==> src/rtl/sig_chk_pkg.sv <==
// Shared definitions for the MISR signature checker.
//   state_e        checker FSM states
//   MAX_WIDTH      widest signature the shared update function handles
//   DEFAULT_*      default golden signature and upstream CRC stimulus seed
//   misr_taps/misr_keep/misr_next
//                  width-generic MISR step, also used by the stimulus generator
package sig_chk_pkg;

    typedef enum logic [2:0] {
        S_IDLE,
        S_WARMUP,
        S_ACCUM,
        S_CHECK,
        S_DONE
    } state_e;

    localparam int          MAX_WIDTH        = 64;
    localparam logic [63:0] DEFAULT_EXPECTED = 64'hb6d6b86aa20a882a;
    localparam logic [63:0] CRC_SEED         = 64'h5aef0c8d_d70a4497;

    // Feedback taps: msb, bit 2 and bit 0 of the current signature.
    function automatic logic [MAX_WIDTH-1:0] misr_taps(input int width);
        return (64'd1 << (width - 1)) | 64'd5;
    endfunction

    // Mask of the bits that belong to a signature of the given width.
    function automatic logic [MAX_WIDTH-1:0] misr_keep(input int width);
        return (width >= MAX_WIDTH) ? {MAX_WIDTH{1'b1}} : ((64'd1 << width) - 64'd1);
    endfunction

    // One MISR step: shift left, feed back the tap parity into bit 0, fold in the sample.
    function automatic logic [MAX_WIDTH-1:0] misr_next(
        input logic [MAX_WIDTH-1:0] sig,
        input logic [MAX_WIDTH-1:0] din,
        input logic [MAX_WIDTH-1:0] taps,
        input logic [MAX_WIDTH-1:0] keep
    );
        logic fb;
        fb = ^(sig & taps);
        return (((sig << 1) | {{(MAX_WIDTH-1){1'b0}}, fb}) ^ din) & keep;
    endfunction

endpackage

==> src/rtl/sig_misr.sv <==
// WIDTH-bit multiple-input signature register.
//   clk, rst_n  clock, synchronous active-low reset (clears the signature)
//   clr         clear the signature to 0 (wins over en)
//   en          fold din into the signature this cycle
//   din         sample to fold in
//   sig         current signature
module sig_misr
    import sig_chk_pkg::*;
#(
    parameter int WIDTH = 64
) (
    input  logic             clk,
    input  logic             rst_n,
    input  logic             clr,
    input  logic             en,
    input  logic [WIDTH-1:0] din,
    output logic [WIDTH-1:0] sig
);
    localparam logic [MAX_WIDTH-1:0] TAPS = misr_taps(WIDTH);
    localparam logic [MAX_WIDTH-1:0] KEEP = misr_keep(WIDTH);

    logic [WIDTH-1:0] sig_q;
    logic [WIDTH-1:0] sig_next;

    assign sig_next = WIDTH'(misr_next(MAX_WIDTH'(sig_q), MAX_WIDTH'(din), TAPS, KEEP));

    always_ff @(posedge clk) begin
        if (!rst_n || clr) begin
            sig_q <= '0;
        end else if (en) begin
            sig_q <= sig_next;
        end
    end

    assign sig = sig_q;
endmodule

==> config.mk <==
export PLATFORM = sky130hd
export DESIGN_NAME = sig_misr
export DESIGN_NICKNAME = d
export VERILOG_FILES = /design/src/rtl/sig_chk_pkg.sv /design/src/rtl/sig_misr.sv
export SDC_FILE = /design/constraint.sdc
export NUM_CORES = 1
export LEC_CHECK = 0
export BUFFER_PORTS_ARGS = -buffer_cell sky130_fd_sc_hd__buf_2
export CORE_ASPECT_RATIO = 2
export CORE_MARGIN = 10
export CORE_UTILIZATION = 49
export CTS_CLUSTER_SIZE = 20
export DETAILED_ROUTE_END_ITERATION = 6
export PLACE_DENSITY_LB_ADDON = 0.25
export SYNTH_ARGS = -nofsm -noshare
export SYNTH_HDL_FRONTEND = slang
export SYNTH_SLANG_ARGS = --single-unit
==> constraint.sdc <==
create_clock -name clk -period 3.06 [get_ports clk]
set_input_delay 0.459 -clock clk [delete_from_list [all_inputs] [get_ports clk]]
set_output_delay 0.459 -clock clk [all_outputs]
set_load 0.03 [all_outputs]
==> flow_metrics.py, run 1 <==
metrics = {
    "status": {
        "status": "finished clean",
    },
    "finish": {
        "diodes": 0,
        "final_common_cell": "buf_2",
        "layout-drive-gt1-share": 0.365,
        "most-common-layout-cells": "buf_2, dfxtp_1, xnor2_1, nor2_1, a211oi_1",
        "final_nets": 471,
        "area_delta_synth_final_pct": 32.4,
        "final_cells": 468,
        "largest_register_ffs": 64,
    },
    "routing": {
        "wl_met3_um": 540,
        "ant_nets": 0,
        "firstDrtPassIters": 4,
        "drc": 0,
        "wl_met2_um": 3590,
        "first_iter_violations": 150,
        "top_layer": "met4",
        "vias": 2368,
        "wl_met1_um": 2700,
        "via_per_inst": 5.06,
        "routed_wl_um": 7000,
        "routedWlPerCell_um": 15.0,
    },
    "pwr": {
        "peakVddDrop_mv": 0.398,
        "power_density_nw_per_um2": 537,
        "power_leakage_uw": 0.00154,
    },
    "global_route": {
        "grt_max_degree": 75,
        "grt_pass1_vias": 2385,
        "antenna_found_initial": 0,
        "grt_pass1_wl_um": 11400,
        "grtUsageTotal": 0.155,
        "grt_overflow": 0,
    },
    "sta": {
        "fmax_mhz": 686,
        "tightest_slew_ns": 0.757,
        "period_needed_ns": 1.46,
        "slew_headroom": 0.495,
        "finalClockSkew_ns": 0.00754,
        "hold_viol": 0,
        "finalSetupViolCount": 0,
        "setup_tns_ns": 0,
        "rsz0062_at_grt": "no",
        "fin_crit_sh": 0.477,
        "slew_viol_final": 0,
    },
    "worst_setup_path": {
        "timing.rr.start": "sig[63]",
        "start_kind": "input pin",
        "r2r-end": "sig[0]",
        "cp_data_required_time_ns": 3.30,
        "end_kind": "register",
        "r2r_slack_ns": 1.74,
        "cp.arrival_ns": 1.70,
        "cp_max_fo": 37,
        "r2r_cells": 3,
        "criticalPathCategory": "input pin to register",
    },
    "min_path": {
        "hold_path_class": "input pin to register",
        "hold_end": "sig[11]",
        "hold_start": "din[11]",
        "hold_depth": 3,
    },
    "job": {
        "cap_violations": 0,
    },
    "clocking": {
        "clock_latency_ns": 0.34,
        "clockBufferDepth": 2,
        "clk_pin_slew_ns": 0.07,
        "numCtsBuffers": 9,
        "cts.sink_count": 64,
        "cts_tree": "done",
        "ctsHoldBuffers": 0,
        "post-cts-setup-buffers": 0,
        "clock-root-buffer": "clkbuf_8",
        "cts_resized": 0,
        "htreeDepth": 3,
    },
    "yosys": {
        "yosysSeqAreaShare": 0.479,
        "synth_cell_type_count": 13,
        "ys_seq_elements": 64,
        "yosysWarningCount": 0,
        "synthesis.area_per_instance_um2": 9.54,
        "synth_area_um2": 2670,
        "synthesis.nets": 348,
        "syn_inst": 280,
    },
    "placed_design": {
        "place_inst": 452,
        "hpwlAfterDp_um": 5310,
        "routabilityCongestion": 0.785,
        "io_buffers": 131,
    },
    "die": {
        "fp.dieH_um": 124,
        "num_rows": 38,
        "die_area_um2": 8990,
        "die_x_um": 72.2,
        "core_area_um2": 5370,
        "io_pins": 132,
        "start_util": 0.497,
    },
}
[worst max path at each step]
stage	from	endpoint	slack, ns	depth (start not counted)
2_1_floorplan	sig[63]	sig[0]	1.62	3
3_3_place_gp	clr	sig[45]	1.27	4
3_5_place_dp	clr	sig[46]	1.24	4
4_1_cts	sig[2]	sig[2]	1.59	1
5_1_grt	clr	sig[21]	1.48	4
6_report	clr	sig[20]	1.60	4
[cell type report]
| type | count | area (µm²) |
|---|---|---|
| clock buffer | 13 | 169 |
| clock inverter | 3 | 15.0 |
| fill | 492 | 1830 |
| inverter | 1 | 3.75 |
| multi-input combinational | 194 | 1310 |
| sequential | 64 | 1280 |
| tap | 60 | 75.1 |
| timing repair buffer | 133 | 686 |
[kinds of logic (layout without fill, tap and decap cells)]
| family | after synthesis | count (layout) | synth area share |
|---|---|---|---|
| AOI/OAI and AO/OA | 65 | 65 | 0.181 |
| xor gates and xnor gates | 64 | 64 | 0.215 |
| buffers and inverters | 22 | 150 | 0.0318 |
| DFF | 64 | 64 | 0.479 |
| and+or+nand+nor | 65 | 65 | 0.0932 |
[report_power, final]
| part | total (µW) | internal, µW | leakage (µW) | switching (µW) |
|---|---|---|---|---|
| clock network | 659 | 356 | 0.0000992 | 303 |
| logic | 334 | 140 | 0.000918 | 193 |
| registers | 908 | 872 | 0.000524 | 35.5 |
| total | 1900 | 1370 | 0.00154 | 532 |
[critical path, cell delays in order]
cell and delay [ns]:
buf_2 0.09, nand2b_2 0.52, buf_4 0.41, a211oi_1 0.21
[routing by layer]
layer / track usage / vias to the layer above
met5: 0 / -
met4: 0.0848 / 0
met3: 0.0574 / 12
met2: 0.255 / 75
met1: 0.163 / 1077
li1: - / 1204
[synthesized netlist by cell type, drive strengths merged]
cell / instances / area [µm²]
a211oi: 63 / 473
dfxtp: 64 / 1280
buf: 12 / 47.6
nor2: 63 / 236
nand2b: 1 / 6.26
inv: 1 / 3.75
xnor3: 1 / 22.5
or3: 1 / 6.26
o21ai: 1 / 5.00
clkbuf: 9 / 33.8
xnor2: 63 / 552
a21oi: 1 / 5.00
[through the flow]
step,power [µW],util,worst slack (ns),cell area [µm²],hold slack (ns)
2_1_floorplan,1150,-,1.62,2670,0.626
3_3_place_gp,1260,0.624,1.27,3350,0.495
3_5_place_dp,1260,0.624,1.24,3350,0.501
4_1_cts,1920,0.659,1.59,3540,0.396
5_1_grt,1980,0.659,1.48,3540,0.408
6_report,1900,0.659,1.60,3540,0.412
No activity file was read; power rests on OpenSTA's default activity.
==> run 2: changes to the inputs <==
ABC_AREA = 1   (was unset)
CORE_UTILIZATION = 48   (was 49)
clock period = 1.5 ns   (was 3.06 ns; I/O delays follow)
==> flow_metrics.py, run 2 <==
metrics = {
    "status": {
        "status": "finished clean",
    },
    "yosys": {
        "synthesis.nets": 485,
        "synth_commonest_cells": "nor2_1, inv_1, dfxtp_1",
        "yosysWarningCount": 0,
        "synthArstFlopShare": 0,
        "synthFlopType": "dfxtp_1",
        "yosysMostFrequentCell": "nor2_1",
        "synth_area_um2": 3080,
        "synth.top_cells.by_area": "dfxtp_1, xor2_1, nor2_1, o21ai_1, inv_1",
        "synthesis.area_per_instance_um2": 7.39,
        "synth_cell_type_count": 16,
        "ys_seq_elements": 64,
        "yosysTopAreaCellShare": 0.416,
        "yosys.area.top_type": "dfxtp_1",
        "synth_edf_count": 0,
        "yosysSeqAreaShare": 0.416,
        "syn_inst": 417,
    },
    "clocking": {
        "post-cts-setup-buffers": 0,
        "cts.sink_count": 64,
        "htreeDepth": 3,
        "clock-root-buffer": "clkbuf_16",
        "clockBufferDepth": 2,
        "cts_tree": "done",
        "clock_latency_ns": 0.32,
        "ctsHoldBuffers": 0,
        "cts_resized": 0,
        "numCtsBuffers": 9,
        "clk_pin_slew_ns": 0.05,
    },
    "die": {
        "fp.dieH_um": 133,
        "io_pins": 132,
        "die_x_um": 76.7,
        "start_util": 0.493,
        "core_area_um2": 6260,
        "num_rows": 41,
        "die_area_um2": 10200,
    },
    "sta": {
        "rsz0062_at_grt": "no",
        "period_needed_ns": 1.17,
        "tightest_slew_ns": 0.373,
        "finalClockSkew_ns": 0.00260,
        "hold_viol": 0,
        "hold_slack_ns": 0.222,
        "fin_crit_sh": 0.783,
        "finalSetupViolCount": 0,
        "fmax_mhz": 851,
        "slew_viol_final": 0,
        "slew_headroom": 0.751,
        "setup_tns_ns": 0,
    },
    "routing": {
        "firstDrtPassIters": 4,
        "routedWlPerCell_um": 12.3,
        "vias": 2767,
        "routed_wl_um": 7810,
        "via_per_inst": 4.36,
        "ant_nets": 0,
        "drc": 0,
        "first_iter_violations": 154,
    },
    "finish": {
        "diodes": 0,
        "most-common-layout-cells": "buf_2, nor2_1, inv_1, dfxtp_1, xor2_1",
        "layout-drive-gt1-share": 0.277,
        "area_delta_synth_final_pct": 30.9,
        "fill_cells": 602,
        "multiInputGateArea_um2": 1380,
        "final_common_cell": "buf_2",
        "largest_register_ffs": 64,
        "final_nets": 611,
        "regArea_um2": 1280,
    },
    "worst_setup_path": {
        "critPathSlowestCell": "dfxtp_1",
        "max_stage_delay_ns": 0.40,
        "start_kind": "register",
        "cp_data_required_time_ns": 1.27,
        "crit_buf_inv": 1,
        "end_kind": "output pin",
        "cp_cell_sequence": "buf_2",
        "cp_top_family": "flip-flops",
        "r2r_slack_ns": 0.54,
        "cp_max_fo": 4,
        "criticalPathCategory": "register to output pin",
        "cp.arrival_ns": 0.95,
    },
    "global_route": {
        "grt_pass1_wl_um": 13300,
        "grt.met3_usage": 0.0620,
        "use_met1": 0.161,
        "grt_overflow": 0,
        "grt_max_degree": 65,
        "antenna_found_initial": 0,
        "use_met2": 0.267,
        "grtUsageTotal": 0.156,
        "top_usage_layer": "met2",
        "grt_pass1_vias": 2829,
    },
    "placed_design": {
        "io_buffers": 131,
        "routabilityCongestion": 0.756,
        "hpwlAfterDp_um": 5830,
    },
    "job": {
        "cap_violations": 0,
    },
    "pwr": {
        "power_density_nw_per_um2": 1090,
        "peakVddDrop_mv": 0.767,
        "power_leakage_uw": 0.00260,
        "p_total_uw": 4400,
    },
    "min_path": {
        "hold_path_class": "input pin to register",
    },
}
## run 2: changes by cell type after synthesis, sizes merged, moves of 2 or more
cell and change:
a211oi -63, buf +6, clkbuf -6, inv +70
nand2 +6, nand3 +2, nor2 +60, o21ai +62
xnor2 -63, xor2 +63
## run 2: layout make-up
type	count	area share
Clock buffer	12	0.0611
Clock inverter	4	0.00496
Inverter	71	0.0660
Multi-Input combinational cell	261	0.343
Sequential cell	64	0.317
Tap cell	86	0.0267
Timing Repair Buffer	136	0.181
## run 2: cells by family after synthesis
| kind of cell | count (synthesis) | share of synthesized area |
|---|---|---|
| buffers and inverters | 92 | 0.136 |
| xor gates and xnor gates | 63 | 0.179 |
| DFF | 64 | 0.416 |
| AOI/OAI and AO/OA | 65 | 0.106 |
| and+or+nand+nor | 133 | 0.164 |
## run 2: path summary, 6_finish.rpt
path / cells past startpoint / to / from
setup reg to reg: 8 / sig[0] / sig[2]
setup / recovery: 1 / sig[0] / sig[0]
hold / removal: 4 / sig[54] / din[54]
hold reg to reg: 4 / sig[0] / sig[0]
## run 2: per-stage QoR
step                 util  instances  area [µm²]  setup slack (ns)
floorplan               -        417        3080             0.404
global placement    0.602        618        3770             0.321
detailed placement  0.602        618        3770             0.299
CTS                 0.645        634        4040             0.309
global route        0.645        634        4040             0.284
finish              0.645        634        4040             0.325
## run 2: power by group
group | leakage, µW | switching [µW] | total, µW | internal, µW
combinational | 0.00194 | 439 | 708 | 269
clock | 0.000136 | 684 | 1830 | 1150
sequential | 0.000524 | 71.7 | 1860 | 1780
total | 0.00260 | 1190 | 4400 | 3200
## run 2: per-layer routing
| metal | up-vias | part of all wire |
|---|---|---|
| met5 | - | 0 |
| met4 | 0 | 0.015 |
| met3 | 8 | 0.076 |
| met2 | 80 | 0.51 |
| met1 | 1190 | 0.40 |
| li1 | 1489 | - |
## run 2: tightest hold or removal path, stage by stage
cell     delay [ns]
buf_2          0.08
xor2_1         0.05
o21ai_1        0.11
inv_1          0.04
